$ cat src/rtl/mc_ctrl_pkg.sv
// Shared MIPS-subset definitions: opcode/funct fields, controller states and
// the datapath select codes also used by the IFU and ALU.
package mips_defs;

  localparam logic [5:0] OP_RTYPE = 6'b000000;
  localparam logic [5:0] OP_ORI   = 6'b001101;
  localparam logic [5:0] OP_LUI   = 6'b001111;
  localparam logic [5:0] OP_LW    = 6'b100011;
  localparam logic [5:0] OP_SW    = 6'b101011;
  localparam logic [5:0] OP_BEQ   = 6'b000100;
  localparam logic [5:0] OP_J     = 6'b000010;
  localparam logic [5:0] OP_JAL   = 6'b000011;

  localparam logic [5:0] FN_ADDU  = 6'b100001;
  localparam logic [5:0] FN_SUBU  = 6'b100011;
  localparam logic [5:0] FN_JR    = 6'b001000;

  typedef enum logic [3:0] {
    S_FETCH   = 4'd0,
    S_DECODE  = 4'd1,
    S_EXE_R   = 4'd2,
    S_EXE_I   = 4'd3,
    S_MEM_ADR = 4'd4,
    S_MEM_RD  = 4'd5,
    S_MEM_WR  = 4'd6,
    S_WB_R    = 4'd7,
    S_WB_I    = 4'd8,
    S_WB_MEM  = 4'd9,
    S_BRANCH  = 4'd10,
    S_JUMP    = 4'd11
  } state_e;

  localparam logic [1:0] NPC_PC4 = 2'b00;
  localparam logic [1:0] NPC_BR  = 2'b01;
  localparam logic [1:0] NPC_J   = 2'b10;
  localparam logic [1:0] NPC_JR  = 2'b11;

  localparam logic [1:0] RD_RT   = 2'b00;
  localparam logic [1:0] RD_RD   = 2'b01;
  localparam logic [1:0] RD_RA   = 2'b10;

  localparam logic [1:0] WD_ALU  = 2'b00;
  localparam logic [1:0] WD_MEM  = 2'b01;
  localparam logic [1:0] WD_PC4  = 2'b10;

  localparam logic [1:0] ALU_ADD = 2'b00;
  localparam logic [1:0] ALU_SUB = 2'b01;
  localparam logic [1:0] ALU_OR  = 2'b10;
  localparam logic [1:0] ALU_LUI = 2'b11;

  typedef struct packed {
    logic       ir_wr;
    logic       pc_wr;
    logic [1:0] npc_sel;
    logic       reg_wr;
    logic [1:0] reg_dst;
    logic [1:0] wd_sel;
    logic       alu_src;
    logic [1:0] alu_op;
    logic       ext_op;
    logic       mem_wr;
    logic       mem_rd;
  } ctrl_t;

  localparam ctrl_t CTRL_IDLE = '{
    ir_wr: 1'b0, pc_wr: 1'b0, npc_sel: 2'b00, reg_wr: 1'b0, reg_dst: 2'b00,
    wd_sel: 2'b00, alu_src: 1'b0, alu_op: 2'b00, ext_op: 1'b0,
    mem_wr: 1'b0, mem_rd: 1'b0
  };

endpackage

$ cat src/rtl/mc_ctrl_out.sv
// Control-word decoder: maps the current state (plus IR fields where a state
// serves several instructions) onto every datapath enable and select.
module mc_ctrl_out
  import mips_defs::*;
(
  input  state_e     state,
  input  logic [5:0] opcode,
  input  logic [5:0] funct,
  input  logic       zero,
  output ctrl_t      ctrl
);

  // Moore decode; only the BRANCH pc_wr looks at a live input.
  always_comb begin
    ctrl = CTRL_IDLE;
    case (state)
      S_FETCH: begin
        ctrl.ir_wr   = 1'b1;
        ctrl.pc_wr   = 1'b1;
        ctrl.npc_sel = NPC_PC4;
      end
      S_EXE_R: begin
        ctrl.alu_src = 1'b0;
        ctrl.alu_op  = (funct == FN_SUBU) ? ALU_SUB : ALU_ADD;
      end
      S_EXE_I: begin
        ctrl.alu_src = 1'b1;
        ctrl.alu_op  = (opcode == OP_LUI) ? ALU_LUI : ALU_OR;
        ctrl.ext_op  = 1'b0;
      end
      S_MEM_ADR: begin
        ctrl.alu_src = 1'b1;
        ctrl.alu_op  = ALU_ADD;
        ctrl.ext_op  = 1'b1;
      end
      S_MEM_RD: ctrl.mem_rd = 1'b1;
      S_MEM_WR: ctrl.mem_wr = 1'b1;
      S_WB_R: begin
        ctrl.reg_wr  = 1'b1;
        ctrl.reg_dst = RD_RD;
        ctrl.wd_sel  = WD_ALU;
      end
      S_WB_I: begin
        ctrl.reg_wr  = 1'b1;
        ctrl.reg_dst = RD_RT;
        ctrl.wd_sel  = WD_ALU;
      end
      S_WB_MEM: begin
        ctrl.reg_wr  = 1'b1;
        ctrl.reg_dst = RD_RT;
        ctrl.wd_sel  = WD_MEM;
      end
      S_BRANCH: begin
        ctrl.alu_op  = ALU_SUB;
        ctrl.alu_src = 1'b0;
        ctrl.ext_op  = 1'b1;
        ctrl.npc_sel = NPC_BR;
        ctrl.pc_wr   = zero;
      end
      S_JUMP: begin
        ctrl.pc_wr = 1'b1;
        case (opcode)
          OP_RTYPE: ctrl.npc_sel = NPC_JR;
          OP_JAL: begin
            ctrl.npc_sel = NPC_J;
            ctrl.reg_wr  = 1'b1;
            ctrl.reg_dst = RD_RA;
            ctrl.wd_sel  = WD_PC4;
          end
          default:  ctrl.npc_sel = NPC_J;
        endcase
      end
      default: ctrl = CTRL_IDLE;
    endcase
  end

endmodule

$ cat src/rtl/mc_ctrl.sv
// Multi-cycle MIPS-subset control FSM: state register, instruction dispatch,
// data-memory handshake, sticky illegal flag and retired-instruction counter.
module mc_ctrl
  import mips_defs::*;
#(
  parameter int CNT_W = 32
) (
  input  logic             clk,
  input  logic             reset,
  input  logic [5:0]       opcode,
  input  logic [5:0]       funct,
  input  logic             zero,
  input  logic             mem_ready,
  output logic             ir_wr,
  output logic             pc_wr,
  output logic [1:0]       npc_sel,
  output logic             reg_wr,
  output logic [1:0]       reg_dst,
  output logic [1:0]       wd_sel,
  output logic             alu_src,
  output logic [1:0]       alu_op,
  output logic             ext_op,
  output logic             mem_wr,
  output logic             mem_rd,
  output logic             illegal,
  output logic [CNT_W-1:0] instr_cnt
);

  state_e           state_r;
  state_e           next_state_s;
  logic             dec_illegal_s;
  logic             retire_s;
  logic             illegal_r;
  logic [CNT_W-1:0] cnt_r;
  ctrl_t            ctrl_s;

  // Next-state selection and instruction classification.
  always_comb begin
    next_state_s  = state_r;
    dec_illegal_s = 1'b0;
    case (state_r)
      S_FETCH:  next_state_s = S_DECODE;
      S_DECODE: begin
        case (opcode)
          OP_RTYPE: begin
            case (funct)
              FN_ADDU, FN_SUBU: next_state_s = S_EXE_R;
              FN_JR:            next_state_s = S_JUMP;
              default: begin
                next_state_s  = S_FETCH;
                dec_illegal_s = 1'b1;
              end
            endcase
          end
          OP_ORI, OP_LUI: next_state_s = S_EXE_I;
          OP_LW, OP_SW:   next_state_s = S_MEM_ADR;
          OP_BEQ:         next_state_s = S_BRANCH;
          OP_J, OP_JAL:   next_state_s = S_JUMP;
          default: begin
            next_state_s  = S_FETCH;
            dec_illegal_s = 1'b1;
          end
        endcase
      end
      S_EXE_R:   next_state_s = S_WB_R;
      S_EXE_I:   next_state_s = S_WB_I;
      S_MEM_ADR: next_state_s = (opcode == OP_SW) ? S_MEM_WR : S_MEM_RD;
      S_MEM_RD:  next_state_s = mem_ready ? S_WB_MEM : S_MEM_RD;
      S_MEM_WR:  next_state_s = mem_ready ? S_FETCH : S_MEM_WR;
      S_WB_R, S_WB_I, S_WB_MEM, S_BRANCH, S_JUMP: next_state_s = S_FETCH;
      default:   next_state_s = S_FETCH;
    endcase
  end

  // The only non-retiring way back to FETCH (besides reset) is the illegal path.
  assign retire_s = (next_state_s == S_FETCH) && (state_r != S_FETCH) && !dec_illegal_s;

  // State, sticky illegal flag and wrap-around retire counter.
  always_ff @(posedge clk) begin
    if (reset) begin
      state_r   <= S_FETCH;
      illegal_r <= 1'b0;
      cnt_r     <= {CNT_W{1'b0}};
    end else begin
      state_r <= next_state_s;
      if (dec_illegal_s) begin
        illegal_r <= 1'b1;
      end
      if (retire_s) begin
        cnt_r <= cnt_r + {{(CNT_W-1){1'b0}}, 1'b1};
      end
    end
  end

  mc_ctrl_out u_out (
    .state  (state_r),
    .opcode (opcode),
    .funct  (funct),
    .zero   (zero),
    .ctrl   (ctrl_s)
  );

  assign ir_wr     = ctrl_s.ir_wr;
  assign pc_wr     = ctrl_s.pc_wr;
  assign npc_sel   = ctrl_s.npc_sel;
  assign reg_wr    = ctrl_s.reg_wr;
  assign reg_dst   = ctrl_s.reg_dst;
  assign wd_sel    = ctrl_s.wd_sel;
  assign alu_src   = ctrl_s.alu_src;
  assign alu_op    = ctrl_s.alu_op;
  assign ext_op    = ctrl_s.ext_op;
  assign mem_wr    = ctrl_s.mem_wr;
  assign mem_rd    = ctrl_s.mem_rd;
  assign illegal   = illegal_r;
  assign instr_cnt = cnt_r;

endmodule

$ cat config.mk
export PLATFORM = sky130hd
export DESIGN_NAME = mc_ctrl
export DESIGN_NICKNAME = d
export VERILOG_FILES = /design/src/rtl/mc_ctrl_pkg.sv /design/src/rtl/mc_ctrl_out.sv /design/src/rtl/mc_ctrl.sv
export SDC_FILE = /design/constraint.sdc
export NUM_CORES = 1
export LEC_CHECK = 0
export ABC_AREA = 1
export CELL_PAD_IN_SITES_DETAIL_PLACEMENT = 1
export CELL_PAD_IN_SITES_GLOBAL_PLACEMENT = 1
export CORE_UTILIZATION = 43
export DETAILED_ROUTE_END_ITERATION = 12
export DONT_BUFFER_PORTS = 1
export GPL_ROUTABILITY_DRIVEN = 0
export GPL_TIMING_DRIVEN = 0
export PLACE_DENSITY_LB_ADDON = 0.1
export SLEW_MARGIN = 15
export SYNTH_ARGS = -nofsm -noshare
export SYNTH_HDL_FRONTEND = slang
export SYNTH_SLANG_ARGS = --single-unit
$ cat constraint.sdc
create_clock -name clk -period 1.9 [get_ports clk]
set_clock_uncertainty 0.1 [all_clocks]
set_input_delay 0.285 -clock clk [delete_from_list [all_inputs] [get_ports clk]]
set_output_delay 0.285 -clock clk [all_outputs]
set_load 0.01 [all_outputs]
==> Word level (Yosys, flattened, before mapping) <==
Index checks and enable logic that the tools add are counted.
{ "op_classes": {"addsub": 1, "eq_ne": 21, "mux": 20, "reduce_logical": 14} }
{ "op_table": {"columns": ["cell", "count"], "rows": [
  ["$add 32x1->32 const B", 1],
  ["$pmux 4 s7", 1],
  ["$eq 6x6->1 const B", 4],
  ["$pmux 4 s5", 1],
  ["$pmux 5 s4", 1],
  ["$eq 6x4->1 const B", 3],
  ["$eq 4x3->1 const B", 4],
  ["$eq 4x4->1 const B", 4],
  ["$eq 6x2->1 const B", 2],
  ["$pmux 3 s4", 1],
  ["$reduce_or 2->1", 5],
  ["$mux 1", 9],
  ["$pmux 3 s3", 1],
  ["$eq 4x2->1 const B", 2],
  ["$logic_not 4->1", 2],
  ["$pmux 4 s2", 1],
  ["$reduce_or 7->1", 1],
  ["$eq 6x3->1 const B", 1],
  ["$logic_not 6->1", 1],
  ["$mux 5", 1],
  ["$eq 4x1->1 const B", 1],
  ["$mux 4", 1],
  ["$reduce_bool 4->1", 1],
  ["$mux 3", 1],
  ["other kinds (5)", 6]
]} }
{ "word_totals": {"register_bits": 37, "in_bits": 16} }

==> Depth between registers and ports, before layout <==
{ "depth": {"word_depth": 8, "depth_mapped": 14, "depth_no_buf": 13} }

==> Cells and area by module <==
Synthesis repeated with hierarchy kept, for this count alone.
{ "hier_totals": {"cells_unflattened": 518, "area_unflattened_um2": 3017.9} }
{ "by_module_without_submodules": {"columns": ["module", "instances", "cells_each", "area_each_um2", "seq_area_each_um2"], "rows": [
  ["mc_ctrl", 1, 468, 2770.2, 740.7],
  ["mc_ctrl_out", 1, 50, 247.7, 0.0]
]} }

==> Worst setup path before layout <==
No wires, ideal clock.
{ "synth_timing": {"path_kind": "register -> output", "from": "register state_r[3]", "to": "output wd_sel[1]", "arrival_time_ns": 1.587, "slack_ns": -0.072, "stages_incl_launch_ff": 8, "path_buffers": 1, "path_cell_list": "dfxtp_1 > inv_1 > nor2_1 > inv_1 > nor2_1 > inv_1 > nor4_1 > buf_4"} }
{ "synth_between": {"elab_chain_len": 2, "word_cells_on_any_way": 5, "cone_classes": "eq/ne: 4; mux: 1"} }
{ "synth_rtl": {"columns": ["item", "line_no", "source"], "rows": [
  ["start: declaration", "mc_ctrl.sv:29", "state_e state_r;"],
  ["start signal: assignment", "mc_ctrl.sv:85", "state_r <= next_state_s;"],
  ["$eq 4x4->1 or $eq 4x3->1 (tied branches)", "mc_ctrl_out.sv:16", "case (state)"],
  ["$pmux 5 s4 *", "mc_ctrl_out.sv:16", null],
  ["end: declaration", "mc_ctrl.sv:19", "output logic [1:0] wd_sel,"]
]} }
Mark *: on every way between the ends. The rest lies on a longest branch, timed or not.

==> Final worst setup path <==
{ "layout_timing": {"from": "register state_r[3]", "to": "output reg_wr"} }
{ "layout_between": {"elab_chain_len": 2, "word_cells_on_any_way": 5, "cone_classes": "eq/ne: 4; mux: 1"} }
{ "layout_rtl": {"columns": ["item", "line_no", "source"], "rows": [
  ["$eq 4x4->1 or $eq 4x3->1 (tied branches)", "mc_ctrl_out.sv:16", null],
  ["$pmux 5 s4 *", "mc_ctrl_out.sv:16", null],
  ["end: declaration", "mc_ctrl.sv:17", "output logic reg_wr,"]
]} }
Marks and branches as above.

==> reports/results.ini <==
[run_status]
status = finished, violations left
violations = setup timing

[placed_design]
pre_cts_slack_ps = -267
port_buffers = 0
dp_hpwl_um = 7210
dp.cells = 573

[detailed_routing]
post_drt_wl_per_cell_um = 16.2
drc = 0
viasPerCell = 5.52
wl_um = 9510
drt_iter0_drc = 142
vias = 3237
dr.pass1.iters = 5
route.antenna.remaining_nets = 0

[critical_path]
crit_start = state_r[3]
crit_path_end_kind = output pin
regToRegSetupSlack_ps = 10
reg2reg_to = instr_cnt[13]
crit_type = reg -> out
worst_r2r_path_depth = 7
crit_required_ps = 1510
crit_path_start_kind = register
worstPathArrival_ps = 1550
crit_end = reg_wr
crit_path_max_fanout = 3
reg2reg_from = instr_cnt[9]

[timing]
period_needed_ps = 1930
relSlewSlack = 0.616
worstMarginPinSlew_ps = 576
finalWorstSetupSlack_ps = -30.3
setup_tns_ps = -55.5
rsz0062_at_grt = yes
hold_violations = 0
setup_viol = 2
period_share = 1.02
drv_slew = 0
fmax_mhz = 518

[layout]
fillerInstances = 927
antenna_cells = 0
synthToLayoutAreaGrowth_pct = 12.9
final_layout_size_suffix_gt1_frac = 0.173
stdcell_count = 586
final_nets = 525
fin_util = 0.504

[floorplanning]
start_util = 0.446
pin_count = 64
die_area_um2 = 6920
core-area_um2 = 6350
row_count = 29
dieWidth_um = 83.2
dieHeight_um = 83.2

[global_routing]
grt_use_met3 = 0.0497
grt-busiest-layer = met2
overflow = 0
track_usage = 0.275
grt_pass1_wl_um = 15400
met2_usage = 0.494
grt_max_degree = 14
grt_pass1_vias = 3260
use_met1 = 0.326
antenna_found_initial = 0

[synth]
ys_seq_area_frac = 0.261
synthArstFlopShare = 0
synthesis.nets = 513
yosysTopAreaCell = dfxtp_1
synth_common_cells = nand2_1 (155), nor2_1 (102), inv_1 (56)
syn_inst = 496
synth_edf_count = 0
ys_warn_count = 0
synthMostInstantiatedCell = nand2_1
syn_area_um2 = 2830
synth.distinct_cells = 31
synth-seq-cells = 37
synth.avg_cell_area_um2 = 5.71
synthDominantCellAreaShare = 0.261
synth_area_leaders = dfxtp_1 (26%), nand2_1 (21%), nor2_1 (14%), inv_1 (7.4%), nand4_1 (7.3%)
synth_ff_type = dfxtp_1

[clock_network]
clock-root-buffer = clkbuf_8
clk_pin_slew_ps = 90
cts_tree = yes
worstSkewPairLatency_ps = 300
clockBufferDepth = 2
ctsHtreeMaxLevel = 2
cts_buffers = 5
clock-sinks = 37
cts_hold_buffers = 0

[pwr]
ir_worst_vdd_mv = 0.447
finalPower_mw = 1.87
p_per_area_nw_per_um2 = 584
p_leak_nw = 1.35

[flow_run]
maxCapViolCount = 0

[worst_hold_path]
min_from = mem_ready
hold_class = in -> reg
whs_path_depth = 4

registers in the layout (all words and copies together), names as in the netlist:
name / flops
instr_cnt: 32
illegal: 1
state_r: 4
cell usage in the layout, fill, tap and decap left out, drive strengths merged:
cell type	instances
nand2	157
nor2	110
inv	65
dfxtp	37
nand4	33
a21oi	24
nand3	24
buf	20
xor2	9
nand3b	9
clkbuf	7
xnor2	2
nor3	2
nor4	1
a211o	1
o311ai	1
o21ai	1
and3	1
a31oi	1
o21a	1
ha	1
clkinv	1
bufinv	1
cell families (layout without fill, tap and decap cells):
group                    count (synthesis)  count (layout)  synth area share
AO/OA/AOI/OAI                           29              29            0.0565
XOR/XNOR                                11              11            0.0340
adder cells (fa/ha/maj)                  1               1           0.00442
buffers and inverters                   81              94             0.125
flip-flops                              37              37             0.261
AND/OR/NAND/NOR                        337             337             0.519
cell type report:
cell class | count | area, µm² | share of cell area
Multi-Input combinational cell | 378 | 1820 | 0.569
Inverter | 64 | 240 | 0.0751
Timing Repair Buffer | 5 | 37.5 | 0.0117
Tap cell | 77 | 96.3 | 0.0301
Sequential cell | 37 | 767 | 0.240
Buffer | 17 | 125 | 0.0391
Clock inverter | 3 | 43.8 | 0.0137
Clock buffer | 5 | 68.8 | 0.0215
per-stage QoR:
| stage | hold slack, ps | instance area (µm²) |
|---|---|---|
| after floorplan | 403 | 2840 |
| after global placement | 430 | 2940 |
| after detailed placement | 440 | 2940 |
| after CTS | 190 | 3140 |
| after global routing | 211 | 3200 |
| final | 193 | 3200 |
where the power goes:
group	leakage (nW)	internal, mW	switching (mW)	total [mW]
registers	0.308	0.791	0.0247	0.815
logic	0.984	0.112	0.231	0.343
clock network	0.0585	0.394	0.316	0.710
total	1.35	1.30	0.572	1.87
worst min path at each step:
stage,end,slack [ps]
after global placement,instr_cnt[31],430
after detailed placement,instr_cnt[31],440
after floorplan,instr_cnt[31],400
after CTS,instr_cnt[17],190
after global routing,illegal,210
final,state_r[3],190
layer usage:
layer,routed length (µm),part of all wire
met1,4020,0.42
met2,4670,0.49
met3,575,0.060
met4,250,0.026
met5,0,0
critical path, cell delays in order, from the launching register on:
cell	delay (ps)
dfxtp_2	350
inv_2	60
nor2_4	90
inv_2	60
nor2_4	140
inv_2	70
nor4_4	280
a211o_1	200
repair_timing:
action,in CTS,in global routing
pin swaps,5,6
setup buffers,4,1
gates resized for setup,26,26
hold endpoints to repair,0,0
endpoints found under the setup margin,23,36
No activity file was read; power rests on OpenSTA's default activity.
